<file path="config.mk">
export PLATFORM = sky130hd
export DESIGN_NAME = fetch_unit
export DESIGN_NICKNAME = d
export VERILOG_FILES = /design/src/rtl/cpu_pkg.sv /design/src/rtl/pc_reg.sv /design/src/rtl/fetch_unit.sv
export SDC_FILE = /design/constraint.sdc
export NUM_CORES = 1
export LEC_CHECK = 0
export CELL_PAD_IN_SITES_DETAIL_PLACEMENT = 1
export CELL_PAD_IN_SITES_GLOBAL_PLACEMENT = 2
export CORE_ASPECT_RATIO = 1.1
export CORE_UTILIZATION = 21
export CTS_CLUSTER_DIAMETER = 200
export DETAILED_ROUTE_END_ITERATION = 10
export HOLD_SLACK_MARGIN = 0.06
export MAX_ROUTING_LAYER = met4
export PLACE_DENSITY = 0.76
export SYNTH_ARGS = -nofsm -noshare
export SYNTH_HDL_FRONTEND = slang
export SYNTH_SLANG_ARGS = --single-unit
</file>
<file path="constraint.sdc">
create_clock -name CLK -period 1.85 [get_ports CLK]
set_input_delay 0.37 -clock CLK [delete_from_list [all_inputs] [get_ports CLK]]
set_output_delay 0.37 -clock CLK [all_outputs]
set_load 0.01 [all_outputs]
</file>
<file path="src/rtl/cpu_pkg.sv">
// cpu_pkg: shared widths, the halt opcode and the fetch FSM state encoding
// used by fetch_unit and pc_reg.
//   PC_W      - program counter width (8)
//   INST_W    - instruction word width (9)
//   HALT_WORD - opcode that stops fetching (9'b111_111_111)
//   fetch_state_t - IDLE / RUN / HALT
package cpu_pkg;

  localparam int PC_W   = 8;
  localparam int INST_W = 9;

  localparam logic [INST_W-1:0] HALT_WORD = 9'b111_111_111;

  typedef enum logic [1:0] {
    IDLE = 2'd0,
    RUN  = 2'd1,
    HALT = 2'd2
  } fetch_state_t;

  // Sequential next address; 255 rolls over to 0 through natural truncation.
  function automatic logic [PC_W-1:0] pc_plus1(input logic [PC_W-1:0] p);
    return p + PC_W'(1);
  endfunction

endpackage

</file>
<file path="src/rtl/pc_reg.sv">
// pc_reg: 8-bit program counter with load, increment-with-wrap and hold.
// Ports:
//   clk      - clock, rising edge
//   reset    - synchronous active-high reset, clears pc to 0
//   load     - load load_val (has priority over inc)
//   load_val - absolute address to load
//   inc      - advance pc by one, modulo 256
//   pc       - current program counter
// With neither load nor inc asserted the counter holds.
module pc_reg
  import cpu_pkg::*;
(
  input  logic            clk,
  input  logic            reset,
  input  logic            load,
  input  logic [PC_W-1:0] load_val,
  input  logic            inc,
  output logic [PC_W-1:0] pc
);

  logic [PC_W-1:0] pc_p1;

  always_ff @(posedge clk) begin
    if (reset) begin
      pc_p1 <= '0;
    end else if (load) begin
      pc_p1 <= load_val;
    end else if (inc) begin
      pc_p1 <= pc_plus1(pc_p1);
    end
  end

  assign pc = pc_p1;

endmodule

</file>
<file path="src/rtl/fetch_unit.sv">
// fetch_unit: instruction fetch stage with a three-state controller
// (IDLE, RUN, HALT). Drives pc to a combinational ROM, registers the
// returned word into inst_out one cycle later, squashes the wrong-path
// word on a branch redirect and stops on HALT_WORD.
// Ports:
//   CLK           - clock, rising edge
//   reset         - synchronous active-high reset (beats every other input)
//   start         - begin fetching at pc 0; accepted in IDLE or HALT only
//   stall         - hold pc and the inst_out/inst_valid register
//   branch_taken  - redirect request for the instruction now in inst_out
//   branch_target - absolute redirect address
//   pc            - ROM address
//   inst_in       - ROM word for pc, same cycle
//   inst_out      - registered instruction to decode
//   inst_valid    - inst_out is real and not squashed
//   done          - high while in HALT
//   cycle_count   - (only with FETCH_CYCLE_COUNT_EN) saturating count of
//                   RUN cycles, cleared by reset and by an accepted start,
//                   frozen in HALT
module fetch_unit
  import cpu_pkg::*;
(
  input  logic              CLK,
  input  logic              reset,
  input  logic              start,
  input  logic              stall,
  input  logic              branch_taken,
  input  logic [PC_W-1:0]   branch_target,
  output logic [PC_W-1:0]   pc,
  input  logic [INST_W-1:0] inst_in,
  output logic [INST_W-1:0] inst_out,
  output logic              inst_valid,
  output logic              done
`ifdef FETCH_CYCLE_COUNT_EN
  ,
  output logic [15:0]       cycle_count
`endif
);

  fetch_state_t state, state_nxt;

  logic            pc_load;
  logic [PC_W-1:0] pc_load_val;
  logic            pc_inc;

  logic              inst_we;
  logic              vld_nxt;
  logic [INST_W-1:0] inst_p1;
  logic              vld_p1;

  always_ff @(posedge CLK) begin
    if (reset) begin
      state <= IDLE;
    end else begin
      state <= state_nxt;
    end
  end

  // Priority inside RUN: redirect, then stall, then halt detection, then
  // normal sequential fetch. A redirect drops the word currently on
  // inst_in because it was fetched down the wrong path.
  always_comb begin
    state_nxt   = state;
    pc_load     = 1'b0;
    pc_load_val = '0;
    pc_inc      = 1'b0;
    inst_we     = 1'b0;
    vld_nxt     = vld_p1;
    case (state)
      IDLE: begin
        vld_nxt = 1'b0;
        if (start) begin
          state_nxt = RUN;
          pc_load   = 1'b1;
        end
      end
      RUN: begin
        if (branch_taken) begin
          pc_load     = 1'b1;
          pc_load_val = branch_target;
          vld_nxt     = 1'b0;
        end else if (stall) begin
          vld_nxt = vld_p1;
        end else if (inst_in == HALT_WORD) begin
          state_nxt = HALT;
          vld_nxt   = 1'b0;
        end else begin
          inst_we = 1'b1;
          vld_nxt = 1'b1;
          pc_inc  = 1'b1;
        end
      end
      HALT: begin
        vld_nxt = 1'b0;
        if (start) begin
          state_nxt = RUN;
          pc_load   = 1'b1;
        end
      end
      default: begin
        state_nxt = IDLE;
        pc_load   = 1'b1;
        vld_nxt   = 1'b0;
      end
    endcase
  end

  pc_reg u_pc_reg (
    .clk      (CLK),
    .reset    (reset),
    .load     (pc_load),
    .load_val (pc_load_val),
    .inc      (pc_inc),
    .pc       (pc)
  );

  // ---- stage p1: fetched word to decode ----
  always_ff @(posedge CLK) begin
    if (reset) begin
      inst_p1 <= '0;
      vld_p1  <= 1'b0;
    end else begin
      if (inst_we) begin
        inst_p1 <= inst_in;
      end
      vld_p1 <= vld_nxt;
    end
  end

  assign inst_out   = inst_p1;
  assign inst_valid = vld_p1;
  assign done       = (state == HALT);

`ifdef FETCH_CYCLE_COUNT_EN
  function automatic logic [15:0] sat_inc16(input logic [15:0] v);
    return (v == 16'hFFFF) ? v : v + 16'd1;
  endfunction

  logic [15:0] cnt_p1;

  // An accepted start (IDLE or HALT) restarts the count; start seen in
  // RUN is ignored like everywhere else.
  always_ff @(posedge CLK) begin
    if (reset) begin
      cnt_p1 <= '0;
    end else if (start && (state != RUN)) begin
      cnt_p1 <= '0;
    end else if (state == RUN) begin
      cnt_p1 <= sat_inc16(cnt_p1);
    end
  end

  assign cycle_count = cnt_p1;
`endif

endmodule

</file>
==> results.sh, run 1 <==
export IMPL_finalSetupViolCount=0
export IMPL_synth_cell_types=40
export IMPL_required_ns=1.97
export IMPL_gp_congestion=0.7910
export IMPL_fmax_ghz=0.5519
export IMPL_synth_edf_count=0
export IMPL_worst_ep_arrival_time_ns=1.94
export IMPL_fin_worst_skew_ns=0.004712
export IMPL_clk_latency_ns=0.26
export IMPL_grt_max_degree=12
export IMPL_wl_per_cell_um=15.15
export IMPL_synth_ff_type="dfxtp_1"
export IMPL_grt_usage_pct=14.45
export IMPL_synth_nets=142
export IMPL_hold_path_class="flop to flop"
export IMPL_final_hold_viol_count=0
export IMPL_dieWidth_um=69.17
export IMPL_status="finished clean"
export IMPL_layout_commonest_cell="clkdlybuf4s50_1"
export IMPL_maxSlewViolCount=0
export IMPL_slew_headroom_pct=64.32
export IMPL_worst_hold_slack_ns=0.4992
export IMPL_worstPathMaxFanout=4
export IMPL_antenna_cells=0
export IMPL_worst_slew_pin_slew_ns=0.5277
export IMPL_ios=41
export IMPL_internal_power_w=0.0008018
export IMPL_crit_path_end_kind="flop"
export IMPL_coreArea_mm2=0.004717
export IMPL_antenna_left=0
export IMPL_min_period_ns=1.812
export IMPL_dieArea_mm2=0.005249
export IMPL_period_share_pct=97.94
export IMPL_p_sw_share_pct=27.27
export IMPL_start_kind="input pin"
export IMPL_clkPwrFrac_pct=30.4
export IMPL_syn_area_mm2=0.001042
export IMPL_drc=0
export IMPL_p_switching_w=0.0003006
export IMPL_fin_util_pct=36.60
export IMPL_post_dp_hpwl_um=2832
export IMPL_vias=1156
export IMPL_cts_path_max_buffers=2
export IMPL_synth_seq_cells=20
export IMPL_io_buffers=40
export IMPL_grt_pass1_vias=1262
export IMPL_path_cells="dlygate4sd2_1 -> or3b_4 -> or4_4 -> buf_4 -> a31oi_1 -> a311oi_1"
export IMPL_pwr_density_cell_mw_per_mm2=638.5
export IMPL_ys_async_sr_fraction_pct=0
export IMPL_drtIter0Drc=39
export IMPL_power_frac_seq_pct=43.7
export IMPL_grt_pass1_wl_um=5947
export IMPL_maxCapViolations=0
export IMPL_nets=205
export IMPL_p_comb_share_pct=25.9
export IMPL_clock_sinks=20
export IMPL_cp_slowest_cell="or4_4"
export IMPL_p_leak_nw=0.6894
export IMPL_ir_worst_vdd_mv=0.3299
export IMPL_htree_levels=1
export IMPL_largest_reg_flops=9
export IMPL_cp_slowest_stage_delay_ns=0.55
export IMPL_die_y_um=75.89
export IMPL_cts_root_buffer="clkbuf_8"
export IMPL_fill_cells=556
export IMPL_yosysWarnings=0
export IMPL_setup_worst_path_class="input pin to flop"
export IMPL_gr_total_overflow=0
export IMPL_numCtsBuffers=3
export IMPL_antenna_found_initial=0
export IMPL_rows=26
export IMPL_routed_wl_um=3591
export IMPL_first_pass_iters=4
export IMPL_cts_tree="built"
export IMPL_ys_seq_area_share_pct=38.42
export IMPL_via_per_inst=4.878
export IMPL_most_common_layout_cells="38 x clkdlybuf4s50_1, 23 x buf_4, 20 x dfxtp_1"
export IMPL_clk_pin_slew_worst_paths_ns=0.08
export IMPL_avgSynthCellArea_um2=8.758
export IMPL_final_layout_size_suffix_gt1_share_pct=19.89
export IMPL_synthCells=119
export IMPL_area_growth_pct=65.67
export IMPL_initial_utilization_pct=22.10
export IMPL_holdBufCountCts=0
through the flow:
step / total power [W] / worst slack, ns / setup TNS, ns / instance area, µm² / std cells
6_report: 0.001102 / 0.03802 / 0 / 1727 / 237
5_1_grt: 0.001163 / -0.01729 / -0.02219 / 1727 / 237
4_1_cts: 0.001109 / 0.008756 / 0 / 1697 / 236
3_5_place_dp: 0.0007722 / -0.3953 / -4.360 / 1629 / 230
3_3_place_gp: 0.0007626 / -0.3642 / -3.939 / 1629 / 230
2_1_floorplan: 0.0006079 / 0.008325 / 0 / 1042 / 119
power by group through the flow:
stage	Sequential, W	Clock, W	Combinational [W]
after global routing	0.000486	0.000367	0.000310
final	0.000482	0.000335	0.000285
after global placement	0.000491	0	0.000272
after floorplan	0.000498	0	0.000110
after CTS	0.000482	0.000344	0.000283
after detailed placement	0.000492	0	0.000280
worst max-delay path, delay by kind of cell:
kind,cells,cell delay (ns)
buffers and inverters,2,0.41
and+or+nand+nor,2,0.95
AOI/OAI and AO/OA,2,0.20
final timing paths:
check	start	endpoint	slack, ns	cells after the start
min reg2reg	inst_valid$_SDFFE_PP0N_	inst_valid$_SDFFE_PP0N_	0.50	2
min	inst_valid$_SDFFE_PP0N_	inst_valid$_SDFFE_PP0N_	0.50	2
max reg2reg	state[0]$_SDFFE_PP0P_	u_pc_reg.pc[5]$_SDFFE_PP0P_	0.08	5
max	branch_taken	u_pc_reg.pc[5]$_SDFFE_PP0P_	0.04	6
synth_stat cells, types with 2 or more instances:
cell / instances / share of area (%)
o21ai_0: 3 / 1.4
o31ai_1: 4 / 2.9
a311oi_1: 2 / 1.7
dfxtp_1: 20 / 38
nand3_1: 5 / 2.4
a21oi_1: 10 / 4.8
nor3_1: 2 / 0.96
inv_1: 6 / 2.2
a32oi_1: 2 / 1.7
nor2_1: 13 / 4.7
nand2_1: 6 / 2.2
a211oi_1: 4 / 2.9
buf_1: 2 / 0.72
xnor2_1: 2 / 1.7
a22oi_1: 3 / 2.2
nand4_1: 2 / 1.2
mux2i_1: 10 / 9.6
layout make-up:
cell class | count | area [µm²] | area share, %
tap | 56 | 70.07 | 4.058
clock buffer | 4 | 55.05 | 3.188
timing repair buffer | 63 | 570.5 | 33.04
inverter | 6 | 22.52 | 1.304
multi-input combinational | 88 | 608.1 | 35.22
sequential | 20 | 400.4 | 23.19
cell families after synthesis:
logic type | share of synthesized area (%)
AND/OR/NAND/NOR | 20.77
AO/OA/AOI/OAI | 22.93
flip-flops | 38.41
buffers and inverters | 5.402
multiplexers | 9.604
XOR/XNOR | 1.681
adder cells (fa/ha/maj) | 1.200
what timing repair did:
item	4_1_cts	5_1_grt
resized for setup	2	7
setup buffers	2	0
gates cloned	0	1
endpoints found under the setup margin	9	15
pin swaps	3	1
routing by layer:
layer	part of all wire, %	track usage [%]
met2	50	26.75
met5	0	-
met1	43	16.59
met3	6.0	3.307
met4	0.39	1.587
(Power assumes the default switching activity.)
==> run 2: changes to the inputs <==
--- a/config.mk
+++ b/config.mk
@@ -5,6 +5,7 @@
 export SDC_FILE = /design/constraint.sdc
 export NUM_CORES = 1
 export LEC_CHECK = 0
+export CAP_MARGIN = 30
 export CELL_PAD_IN_SITES_DETAIL_PLACEMENT = 1
 export CELL_PAD_IN_SITES_GLOBAL_PLACEMENT = 2
 export CORE_ASPECT_RATIO = 1.1
==> results of run 2 <==
Final layout, timing and power as in run 1 (identical DEF).
==> run 3: changes to the inputs <==
--- a/config.mk
+++ b/config.mk
@@ -10,6 +10,7 @@
 export CELL_PAD_IN_SITES_GLOBAL_PLACEMENT = 2
 export CORE_ASPECT_RATIO = 1.1
 export CORE_UTILIZATION = 21
+export CTS_BUF_LIST = sky130_fd_sc_hd__clkbuf_4 sky130_fd_sc_hd__clkbuf_8 sky130_fd_sc_hd__clkbuf_16
 export CTS_CLUSTER_DIAMETER = 200
 export DETAILED_ROUTE_END_ITERATION = 10
 export HOLD_SLACK_MARGIN = 0.06
==> results of run 3 <==
Final layout, timing and power as in run 1 (identical DEF).
